===== src/rtl/preamble_sfd_tx.sv =====
// preamble_sfd_tx: GMII transmit framer.
//
// Accepts frame payload bytes (destination MAC through FCS) on a valid/ready
// stream and emits PREAMBLE_LEN bytes of 0x55, then the SFD (0xD5), then the
// payload on the GMII TX pins. It then enforces a minimum inter-frame gap of
// IFG_BYTES idle cycles before the next frame.
//
// If the source drops s_tvalid in the middle of a payload, that cycle
// becomes one byte of 0x00 with TX_ER set. The framer then flushes the rest
// of the source frame up to and including its tlast beat.
//
// Optional build macro MIN_FRAME_PAD_EN: pads short payloads with 0x00 bytes
// up to MIN_PAYLOAD bytes. The FCS is not recomputed.
//
// Ports:
//   mac_gmii_tx_clk  in   125 MHz TX byte clock
//   mac_gmii_tx_rst  in   asynchronous reset, active-high
//   s_tdata[7:0]     in   payload byte
//   s_tvalid         in   payload byte valid
//   s_tlast          in   last payload byte of the frame
//   s_tready         out  payload byte accepted this cycle (decoded from state)
//   mac_gmii_txd     out  GMII TX data (registered)
//   mac_gmii_tx_en   out  GMII TX enable (registered)
//   mac_gmii_tx_er   out  GMII TX error (registered)
//   tx_busy          out  framer is not idle
//   frame_done       out  pulse with the last payload (or pad) byte on the pins
//   underrun         out  pulse with the TX_ER byte on the pins
module preamble_sfd_tx #(
  parameter int unsigned PREAMBLE_LEN = 7,
  parameter int unsigned IFG_BYTES    = 12,
  parameter int unsigned MIN_PAYLOAD  = 60
) (
  input  logic       mac_gmii_tx_clk,
  input  logic       mac_gmii_tx_rst,
  input  logic [7:0] s_tdata,
  input  logic       s_tvalid,
  input  logic       s_tlast,
  output logic       s_tready,
  output logic [7:0] mac_gmii_txd,
  output logic       mac_gmii_tx_en,
  output logic       mac_gmii_tx_er,
  output logic       tx_busy,
  output logic       frame_done,
  output logic       underrun
);

  localparam int unsigned PreW = 4;
  localparam int unsigned IfgW = 8;
  localparam int unsigned CntW = 16;

  localparam logic [7:0]      PreByte = 8'h55;
  localparam logic [7:0]      SfdByte = 8'hD5;
  localparam logic [PreW:0]   PreLen  = 5'(PREAMBLE_LEN);
  localparam logic [IfgW-1:0] IfgLoad = 8'(IFG_BYTES);

  // Reject parameter values the counters cannot represent.
  if (PREAMBLE_LEN == 0 || PREAMBLE_LEN > 15 || IFG_BYTES == 0 ||
      IFG_BYTES > 255 || MIN_PAYLOAD > 65535) begin : g_param_check
    $error("preamble_sfd_tx: parameter out of range");
  end

  typedef enum logic [2:0] {
    S_IDLE,
    S_PRE,
    S_SFD,
    S_DATA,
    S_FLUSH
`ifdef MIN_FRAME_PAD_EN
    , S_PAD
`endif
  } state_t;

  state_t          state_q;
  logic [7:0]      txd_q;
  logic            tx_en_q;
  logic            tx_er_q;
  logic            done_q;
  logic            underrun_q;
  logic [IfgW-1:0] ifg_cnt_q;
  logic [PreW-1:0] pre_cnt_q;

`ifdef MIN_FRAME_PAD_EN
  localparam logic [CntW:0] MinPay = 17'(MIN_PAYLOAD);

  // Payload bytes sent so far, saturating, and the count after one more.
  logic [CntW-1:0] pay_cnt_q;
  logic [CntW:0]   pay_next_c;
  logic [CntW-1:0] pay_inc_c;

  assign pay_next_c = {1'b0, pay_cnt_q} + 17'd1;
  assign pay_inc_c  = (pay_cnt_q == {CntW{1'b1}}) ? pay_cnt_q : pay_next_c[CntW-1:0];
`endif

  // Ready is decoded from the state register, so it never depends on s_tvalid.
  assign s_tready       = (state_q == S_DATA) || (state_q == S_FLUSH);
  assign tx_busy        = (state_q != S_IDLE);
  assign mac_gmii_txd   = txd_q;
  assign mac_gmii_tx_en = tx_en_q;
  assign mac_gmii_tx_er = tx_er_q;
  assign frame_done     = done_q;
  assign underrun       = underrun_q;

  // Framer FSM. Each byte chosen here reaches the pins one cycle later.
  always_ff @(posedge mac_gmii_tx_clk or posedge mac_gmii_tx_rst) begin
    if (mac_gmii_tx_rst) begin
      state_q    <= S_IDLE;
      txd_q      <= 8'h00;
      tx_en_q    <= 1'b0;
      tx_er_q    <= 1'b0;
      done_q     <= 1'b0;
      underrun_q <= 1'b0;
      ifg_cnt_q  <= '0;
      pre_cnt_q  <= '0;
`ifdef MIN_FRAME_PAD_EN
      pay_cnt_q  <= '0;
`endif
    end else begin
      // Default is an idle byte with no pulses. The gap counter drains every cycle.
      txd_q      <= 8'h00;
      tx_en_q    <= 1'b0;
      tx_er_q    <= 1'b0;
      done_q     <= 1'b0;
      underrun_q <= 1'b0;
      if (ifg_cnt_q != '0) begin
        ifg_cnt_q <= ifg_cnt_q - 8'd1;
      end

      case (state_q)
        S_IDLE: begin
          if (s_tvalid && (ifg_cnt_q == '0)) begin
            txd_q     <= PreByte;
            tx_en_q   <= 1'b1;
            pre_cnt_q <= 4'd1;
`ifdef MIN_FRAME_PAD_EN
            pay_cnt_q <= '0;
`endif
            state_q   <= (PREAMBLE_LEN == 1) ? S_SFD : S_PRE;
          end
        end

        S_PRE: begin
          txd_q     <= PreByte;
          tx_en_q   <= 1'b1;
          pre_cnt_q <= pre_cnt_q + 4'd1;
          // Leave once this cycle's byte completes the preamble.
          if (({1'b0, pre_cnt_q} + 5'd1) == PreLen) begin
            state_q <= S_SFD;
          end
        end

        S_SFD: begin
          txd_q   <= SfdByte;
          tx_en_q <= 1'b1;
          state_q <= S_DATA;
        end

        S_DATA: begin
          if (s_tvalid) begin
            txd_q   <= s_tdata;
            tx_en_q <= 1'b1;
`ifdef MIN_FRAME_PAD_EN
            pay_cnt_q <= pay_inc_c;
`endif
            if (s_tlast) begin
`ifdef MIN_FRAME_PAD_EN
              if (pay_next_c < MinPay) begin
                state_q <= S_PAD;
              end else begin
                done_q    <= 1'b1;
                ifg_cnt_q <= IfgLoad;
                state_q   <= S_IDLE;
              end
`else
              done_q    <= 1'b1;
              ifg_cnt_q <= IfgLoad;
              state_q   <= S_IDLE;
`endif
            end
          end else begin
            // Underrun: corrupt the frame on the wire and flush the rest.
            txd_q      <= 8'h00;
            tx_en_q    <= 1'b1;
            tx_er_q    <= 1'b1;
            underrun_q <= 1'b1;
            ifg_cnt_q  <= IfgLoad;
            state_q    <= S_FLUSH;
          end
        end

        S_FLUSH: begin
          // Discard beats until the tlast of the broken frame. The gap runs meanwhile.
          if (s_tvalid && s_tlast) begin
            state_q <= S_IDLE;
          end
        end

`ifdef MIN_FRAME_PAD_EN
        S_PAD: begin
          txd_q     <= 8'h00;
          tx_en_q   <= 1'b1;
          pay_cnt_q <= pay_inc_c;
          if (pay_next_c >= MinPay) begin
            done_q    <= 1'b1;
            ifg_cnt_q <= IfgLoad;
            state_q   <= S_IDLE;
          end
        end
`endif

        default: begin
          state_q <= S_IDLE;
        end
      endcase
    end
  end

endmodule


===== config.mk =====
export PLATFORM = sky130hd
export DESIGN_NAME = preamble_sfd_tx
export DESIGN_NICKNAME = d
export VERILOG_FILES = /design/src/rtl/preamble_sfd_tx.sv
export SDC_FILE = /design/constraint.sdc
export NUM_CORES = 1
export LEC_CHECK = 0
export CAP_MARGIN = 20
export CORE_MARGIN = 5
export CORE_UTILIZATION = 54
export DETAILED_ROUTE_END_ITERATION = 7
export PLACE_DENSITY = 0.83
export SKIP_CTS_REPAIR_TIMING = 1
export SYNTH_ARGS = -nofsm -noshare
export SYNTH_HDL_FRONTEND = slang
export SYNTH_SLANG_ARGS = --single-unit

===== constraint.sdc =====
create_clock -name mac_gmii_tx_clk -period 4.1 [get_ports mac_gmii_tx_clk]
set_input_delay 0.615 -clock mac_gmii_tx_clk [delete_from_list [all_inputs] [get_ports mac_gmii_tx_clk]]
set_output_delay 0.615 -clock mac_gmii_tx_clk [all_outputs]
set_load 0.01 [all_outputs]

==> reports/qor.yml <==
finalMaxSlewViolations: 0
met2_length_um: 1600
htreeDepth: 1
cts_tree: "done"
clock.fmax_mhz: 393
grt_usage_pct: 19.3
critPathMaxFanout: 16
power_switching_uw: 460
power_density_nw_per_um2: 732
coreArea_um2: 2250
clkSinkCount: 26
grt_pass1_vias: 1070
wl_per_cell_um: 16.9
seq_power_share_pct: 40.5
endpoint_kind: "primary output"
critPathBufInv: 1
syn_to_final_growth_pct: 24.8
grt_pass1_wl_um: 5130
cp_top_family: "flip-flops"
timing.hold.ws_ps: 600
core.rowCount: 17
rsz0062_at_grt: "false"
final_nets: 171
post-route-period-util_pct: 62.0
setup_viol: 0
fin_setup_tns_ps: 0
internal-power_uw: 737
dpl.hpwl_um: 2210
synth_nets: 146
r2r-end: "state_q[0]$_DFFE_PP0P_"
hold_class: "input port to asynchronous set/reset pin"
synthCells: 130
worstReg2RegStart: "ifg_cnt_q[0]$_DFF_PP0_"
status: "finished, final reports clean"
synth-seq-cells: 26
cts.path.max_buffers: 2
netlist_area_um2: 1310
vias_per_cell: 6.08
cts_buffers: 3
cp.arrival_ps: 1930
drt_first_pass_iters: 5
slew_headroom_pct: 56.7
grt_max_degree: 27
post_dp_cell_area_um2: 1570
max_stage_delay_ps: 580
top_layer: "met4"
fin_util_pct: 72.5
clk_latency_ps: 320
start_kind: "flop"
die_y_um: 59.3
met3WireLength_um: 167
die_area_um2: 3510
criticalPathCategory: "flop to primary output"
initial_core_util_pct: 58.1
fin_ws_ps: 1560
antenna_found_initial: 0
vias: 1107
drc: 0
fin_area_um2: 1640
io_pins: 26
slowest_stage: "dfrtp_1"
p_leak_nw: 0.712
drv_cap: 0
clock-root-buffer: "clkbuf_4"
drive_gt1_share_pct: 7.79
pre_cts_slack_ps: 1630
r2r_cells: 5
yosysUniqueCellTypes: 40
drt-met1-wl_um: 1240
hold_viol: 0
pwr-share-comb_pct: 44.9
ant_nets: 0
clk_pin_slew_ps: 140
antennaDiodeCount: 0
pwr-share-clk_pct: 14.7
ff2ff_setup_slack_ps: 2140
avgSynthCellArea_um2: 10.1
period_minus_slack_ps: 2540
worstMarginPinSlew_ps: 643
crit_required_ps: 3480
ys_warn_count: 0
portBuffers: 25
grt_overflow: 0
routed_wirelength_um: 3080
die_width_um: 59.3
ir_drop_v: 0.000435
cp_cell_sequence: "nand3b_1, nand2_1, clkdlybuf4s50_1"
p_sw_share_pct: 38.5
drt_iter0_markers: 57
skew_ps: 5.42
finalWeightedCongestion: 0.833
yosysSeqAreaShare_pct: 49.7
[metal layers]
layer | vias to the layer above | global-route usage, %
met5 | - | 0
met4 | 0 | 9.71
met3 | 8 | 3.05
met2 | 38 | 32.9
met1 | 541 | 23.4
li1 | 520 | -
[per-stage QoR]
| step | std cells | total power, mW |
|---|---|---|
| global route | 182 | 1.29 |
| detailed placement | 177 | 1.02 |
| floorplan | 130 | 0.820 |
| global placement | 177 | 0.974 |
| CTS | 181 | 1.19 |
| finish | 182 | 1.20 |
[power groups by stage]
stage               Combinational (mW)  Clock (mW)  Sequential (mW)
global placement                 0.498           0            0.476
detailed placement               0.530           0            0.485
floorplan                        0.369           0            0.451
finish                           0.537       0.176            0.484
global route                     0.598       0.191            0.501
CTS                              0.537       0.177            0.479
[cells in the final DEF, fill, tap and decap left out, types with 3 or more instances in the layout]
| cell | netlist | layout |
|---|---|---|
| clkdlybuf4s50_1 | 0 | 25 |
| inv_1 | 9 | 9 |
| a21oi_1 | 7 | 7 |
| nand3b_1 | 4 | 4 |
| dfrtp_1 | 26 | 26 |
| o211ai_1 | 4 | 4 |
| a211oi_1 | 3 | 3 |
| xnor2_1 | 3 | 3 |
| and3_1 | 5 | 5 |
| o21ai_0 | 7 | 7 |
| nor2_1 | 6 | 6 |
| nor3_1 | 9 | 9 |
| nand2_1 | 7 | 7 |
| ha_1 | 4 | 4 |
| clkbuf_4 | 0 | 3 |
[worst register-to-register path, delay by kind of cell, from the launching register on]
family          cells  cell delay [ps]
buf+inv             1              140
compound gates      1              270
simple gates        2              840
flops               1              440
fa+ha+maj           1              190
[Yosys cell counts (all sizes together)]
cell type | number | area [µm²]
a31o | 2 | 17.5
or4bb | 1 | 11.3
and3 | 5 | 31.3
or4 | 2 | 18.8
buf | 2 | 12.5
o22ai | 2 | 12.5
o41ai | 1 | 8.76
nor4b | 2 | 17.5
a21bo | 1 | 10.0
o21a | 1 | 7.51
ha | 4 | 50.1
and3b | 1 | 8.76
o21ai | 8 | 40.0
mux2i | 1 | 10.0
nor2b | 2 | 12.5
nand2 | 7 | 26.3
nand3b | 4 | 30.0
nor2 | 6 | 22.5
nor4bb | 1 | 10.0
nor3b | 2 | 15.0
nand3 | 1 | 5.00
or2 | 1 | 6.26
nor3 | 9 | 45.0
nor4 | 2 | 18.8
xnor2 | 3 | 26.3
a21boi | 1 | 7.51
dfrtp | 26 | 651
and2 | 1 | 6.26
clkbuf | 4 | 15.0
o211ai | 4 | 30.0
a211oi | 4 | 35.0
o311a | 1 | 10.0
a21oi | 7 | 35.0
or3 | 2 | 12.5
inv | 9 | 33.8
[area by class of cell]
cell class / count / area [µm²]
clock buffer: 3 / 22.5
clock inverter: 1 / 30.0
fill: 177 / 619
inverter: 9 / 33.8
multi-input combinational: 89 / 598
sequential: 26 / 651
tap: 28 / 35.0
timing repair buffer: 26 / 265
[sequential cells by signal (all words and copies together), names as in the netlist]
register        cells
ifg_cnt_q           8
mac_gmii_txd        8
pre_cnt_q           4
state_q             3
frame_done          1
mac_gmii_tx_en      1
underrun            1
[cells by family (layout without fill, tap and decap cells)]
family                   Yosys count  after routing  share of synthesized area, %
adder cells (fa/ha/maj)            4              4                          3.82
XOR/XNOR                           3              3                          2.01
AO/OA/AOI/OAI                     32             32                          16.3
AND/OR/NAND/NOR                   49             49                          22.7
flip-flops                        26             26                          49.7
buffers and inverters             15             39                          4.68
multiplexers                       1              1                         0.764
[worst max-delay path by stage]
stage,cells after the start,startpoint,end,slack [ps]
2_1_floorplan,5,ifg_cnt_q[0]$_DFF_PP0_,state_q[0]$_DFFE_PP0P_,2370
3_3_place_gp,4,s_tvalid,state_q[0]$_DFFE_PP0P_,1730
3_5_place_dp,4,s_tvalid,state_q[0]$_DFFE_PP0P_,1630
4_1_cts,3,state_q[2]$_DFFE_PP0P_,s_tready,1560
5_1_grt,3,state_q[2]$_DFFE_PP0P_,s_tready,1470
6_report,3,state_q[2]$_DFFE_PP0P_,s_tready,1560
Note: power is estimated with default switching activity, not from simulation.
==> patch 1: new RTL, same flow settings <==
Encoding of `state_t`: now one-hot (5 bits for 5 states).
--- a/src/rtl/preamble_sfd_tx.sv
+++ b/src/rtl/preamble_sfd_tx.sv
@@ -59,12 +59,12 @@
     $error("preamble_sfd_tx: parameter out of range");
   end
 
-  typedef enum logic [2:0] {
-    S_IDLE,
-    S_PRE,
-    S_SFD,
-    S_DATA,
-    S_FLUSH
+  typedef enum logic [4:0] {
+    S_IDLE  = 5'b00001,
+    S_PRE   = 5'b00010,
+    S_SFD   = 5'b00100,
+    S_DATA  = 5'b01000,
+    S_FLUSH = 5'b10000
 `ifdef MIN_FRAME_PAD_EN
     , S_PAD
 `endif
Behaviour: no difference found for any inputs over 10 cycles, from zero or initial values and one cycle with mac_gmii_tx_rst high; not proved beyond that.
==> patch 1 against the unedited design <==
Synthesized area up 6.4%; worst setup slack better by 0.080 ns; highest routed layer unchanged; critical path depth unchanged; worst hold slack lost 0.13 ns; cell count up 6.6%; synthesized cell count rose by 6.2%; cell area is 6.5% higher; total power shrank 26%; sequential power shrank 12%; sequential cell count is 2 higher; wire length down 3.4%.
==> patch 1: results (changes against the unedited design) <==
| Metric | Value |
|---|---|
| Final GP Congestion | 0.8928 (+7.1%) |
| Largest cells by area after synthesis | dfrtp_1 (48%), nand2_1 (3.8%), nor2_1 (3.8%), ha_1 (3.6%), nor2b_1 (3.1%) |
| Wire length per cell | 15.33 µm (-9.4%) |
| Drt pass-1 iters | 4 (-1) |
| Vias per Instance | 5.541 (-8.9%) |
| Cell area after placement | 0.001662 mm² (+6.0%) |
| CP Max Fanout | 9 (-7) |
| Crit path DAT | 1.85 ns (-0.08 ns) |
| Largest net degree at the start of global routing | 29 (+7.4%) |
| HPWL Detailed | 2227 µm (+0.71%) |
| Nets | 181 (+5.8%) |
| Switching power | 0.0003038 W (-34%) |
| Final Skew | 0.007665 ns (+0.002241 ns) |
| CTS buffer count | 3 (unchanged) |
| Global-route wire length before repair | 4857 µm (-5.4%) |
| Pre-CTS setup slack | 2.008 ns (+0.3756 ns) |
| Initial DRC Count | 30 (-47%) |
| Rel. slew slack | 72.28% (+16 points) |
| Peak supply drop | 0.3807 mV (-13%) |
| Share of layout cells above drive strength 1 | 7.927% (+0.13 points) |
| Seq/Total Area, Yosys | 50.36% (+0.69 points) |
| Worst path max stage delay | 0.53 ns (-0.05 ns) |
| CP max-delay cell | clkdlybuf4s50_1 |
| Async SR Flop Fraction | 100.0% (unchanged) |
| Pleak | 0.8321 nW (+17%) |
| Post-synth top cells | dfrtp_1 (27), nand2_1 (14), nor2_1 (14) |
| Mapped Cells | 138 (+6.2%) |
| Post-synth net total | 154 (+5.5%) |
| Status | complete, no violations |
| Crit path max-delay family | buffers and inverters |
| Worst hold slack | 0.4723 ns (-0.1279 ns) |
| RR Endpoint | pre_cnt_q[2] |
| Tmin final | 2.462 ns (-0.08019 ns) |
| Non-filler instance count after layout | 194 (+6.6%) |
| DP Cell Count | 189 (+6.8%) |
| Sw Ratio | 34.29% (-4.2 points) |
| Number of diodes | 0 (unchanged) |
| Flop pwr share | 48.1% (+7.6 points) |
| Vias in the first global route | 1079 (+0.84%) |
| All-layer global routing usage | 17.64% (-1.7 points) |
| Clk pwr share | 20.7% (+6.0 points) |
| Reg-to-reg startpoint | ifg_cnt_q[0] |
| Worst-case reg-to-reg path depth | 6 (+1) |
| R2R setup slack | 2.26 ns (+0.12 ns) |
## patch 1: cell count changes after synthesis, moves of 4 or more
| cell | unedited run | this run |
|---|---|---|
| a21oi_1 | 7 | 3 |
| xor2_1 | 0 | 4 |
| nor3_1 | 9 | 5 |
| and3_1 | 5 | 1 |
| and2_1 | 0 | 5 |
| a21o_1 | 0 | 5 |
| o211ai_1 | 4 | 0 |
| inv_1 | 9 | 5 |
| nor2_1 | 6 | 14 |
| nand2_1 | 7 | 14 |
| nor2b_1 | 2 | 7 |
## patch 1: worst max-delay path by stage
| stage | startpoint | to | slack, ns | depth (start not counted) |
|---|---|---|---|---|
| 6_report | state_q[2] | s_tready | 1.64 | 3 |
| 3_3_place_gp | state_q[3] | s_tready | 2.01 | 3 |
| 5_1_grt | state_q[2] | s_tready | 1.51 | 3 |
| 4_1_cts | state_q[2] | s_tready | 1.62 | 3 |
| 2_1_floorplan | state_q[2] | s_tready | 2.54 | 3 |
| 3_5_place_dp | s_tvalid | pre_cnt_q[2] | 2.01 | 4 |
## patch 1: cells by family after synthesis
logic type,synth area share [%]
XOR/XNOR,5.026
AND/OR/NAND/NOR,24.24
multiplexers,1.436
buffers and inverters,2.783
AO/OA/AOI/OAI,12.57
adder cells (fa/ha/maj),3.591
flip-flops,50.36
## patch 1: final cells by class
cell class	instances	area, µm²
Fill cell	203	735.7
Sequential cell	28	701.9
Multi-Input combinational cell	101	653.1
Timing Repair Buffer	26	277.8
Tap cell	30	37.54
Clock inverter	1	30.03
Clock buffer	3	22.52
Inverter	5	18.77
## patch 1: per-layer routing
layer	GRT usage [%]	vias to the layer above	part of all wire, %
li1	-	518	-
met1	23.44	517	44
met2	29.92	35	48
met3	2.979	5	6.7
met4	4.644	0	1.0
met5	0	-	0
==> patch 2: new RTL, config.mk and constraints unchanged <==
Without the edit above. Change the localparam `PreW` from 4 to 2.
--- a/src/rtl/preamble_sfd_tx.sv
+++ b/src/rtl/preamble_sfd_tx.sv
@@ -44,7 +44,7 @@
   output logic       underrun
 );
 
-  localparam int unsigned PreW = 4;
+  localparam int unsigned PreW = 2;
   localparam int unsigned IfgW = 8;
   localparam int unsigned CntW = 16;
 
Behaviour: not the same (Yosys sat finds a counterexample within 10 cycles, from zero or initial values and one cycle with mac_gmii_tx_rst high).
==> patch 2 against the unedited design <==
Total power is 22% lower; largest power group is now registers; critical endpoint unchanged; wire length is 27% lower; critical path depth stayed put; largest cell class unchanged; worst setup slack better by 0.10 ns; maximum frequency is 4.2% higher; synthesized area is 13% lower; sequential cell count is 2 lower; cell area is 14% lower; register-to-register slack better by 0.07 ns; synthesized cell count is 12% lower.
==> patch 2: results (changes against the unedited design) <==
| Metric | Value |
|---|---|
| Worst hold slack | 0.5908 ns (-0.009421 ns) |
| Final WL | 2255 µm (-27%) |
| Post-synth top cells | dfrtp_1 (24), a21oi_1 (9), nor3_1 (9) |
| Pleak | 0.6161 nW (-13%) |
| All-layer global routing usage | 14.90% (-4.4 points) |
| Initial DRC Count | 21 (-63%) |
| Seq/Total Area, Yosys | 52.75% (+3.1 points) |
| Wire length per cell | 13.92 µm (-18%) |
| CTS clk-pin slew, worst paths | 0.12 ns (-0.02 ns) |
| HPWL Detailed | 1698 µm (-23%) |
| Largest net degree at the start of global routing | 25 (-7.4%) |
| Share of layout cells above drive strength 1 | 3.704% (-4.1 points) |
| Vias in the first global route | 863 (-19%) |
| Global-route wire length before repair | 3760 µm (-27%) |
| Clock Latency Late Sink | 0.30 ns (-0.02 ns) |
| Mapped Cells | 114 (-12%) |
| Post-synth net total | 130 (-11%) |
| Status | complete, no violations |
| Peak supply drop | 0.4058 mV (-6.8%) |
| Largest cells by area after synthesis | dfrtp_1 (53%), ha_1 (4.4%), a21oi_1 (4.0%), nor3_1 (4.0%), nand2_1 (2.3%) |
| R2R setup slack | 2.21 ns (+0.07 ns) |
| CTS root buf | clkbuf_4 |
| DR vias | 943 (-15%) |
| Min-Delay Path Class | reg2reg |
| Rel. slew slack | 41.23% (-16 points) |
| Switching power | 0.0003509 W (-24%) |
| Nets | 153 (-11%) |
| Reg-to-reg startpoint | ifg_cnt_q[2] |
| Final Skew | 0.001286 ns (-0.004138 ns) |
| Maximum clock path buffer count | 2 (unchanged) |
| Cell variety after synth | 32 (-20%) |
| Worst-case reg-to-reg path depth | 3 (-2) |
| Crit path DAT | 1.83 ns (-0.10 ns) |
==> patch 2: power by group through the flow <==
stage,Clock (W),Sequential [W],Combinational (W)
after detailed placement,0,0.000426,0.000414
final,0.0000960,0.000423,0.000411
after global routing,0.000111,0.000437,0.000460
after floorplan,0,0.000402,0.000287
after global placement,0,0.000421,0.000397
after CTS,0.0000986,0.000421,0.000414
==> patch 2: logic make-up (layout without fill, tap and decap cells) <==
logic type	after synthesis	after routing	share of synthesized area [%]
xor+xnor	3	3	2.308
buf+inv	13	34	4.834
simple gates	44	44	21.32
mux	1	1	0.8792
compound gates	25	25	13.52
flops	24	24	52.75
fa+ha+maj	4	4	4.396
==> patch 2: through the flow <==
stage	utilization, %	cell area [µm²]	worst slack, ns	power, W
finish	71.28	1413	1.660	0.0009304
global route	71.28	1413	1.547	0.001007
CTS	71.28	1413	1.669	0.0009337
detailed placement	70.14	1390	1.787	0.0008403
global placement	70.14	1390	1.880	0.0008183
floorplan	-	1139	2.376	0.0006893
==> patch 2: how the worst max path moves through the flow <==
stage,end,slack (ns),depth (start not counted)
detailed placement,mac_gmii_txd[4],1.79,4
finish,s_tready,1.66,3
global placement,mac_gmii_txd[4],1.88,4
global route,s_tready,1.55,3
floorplan,ifg_cnt_q[0],2.38,4
CTS,s_tready,1.67,3
==> patch 2: cell type report <==
cell class	instances	area (µm²)
Clock buffer	3	22.52
Fill cell	146	569.3
Inverter	6	22.52
Multi-Input combinational cell	77	483.0
Sequential cell	24	600.6
Tap cell	27	33.78
Timing Repair Buffer	25	250.2
==> patch 2: metal layers <==
metal  GRT usage (%)  share of wire [%]
met1           18.53                 44
met2           25.17                 48
met3           3.944                7.5
met4           4.746               0.58
met5               0                  0
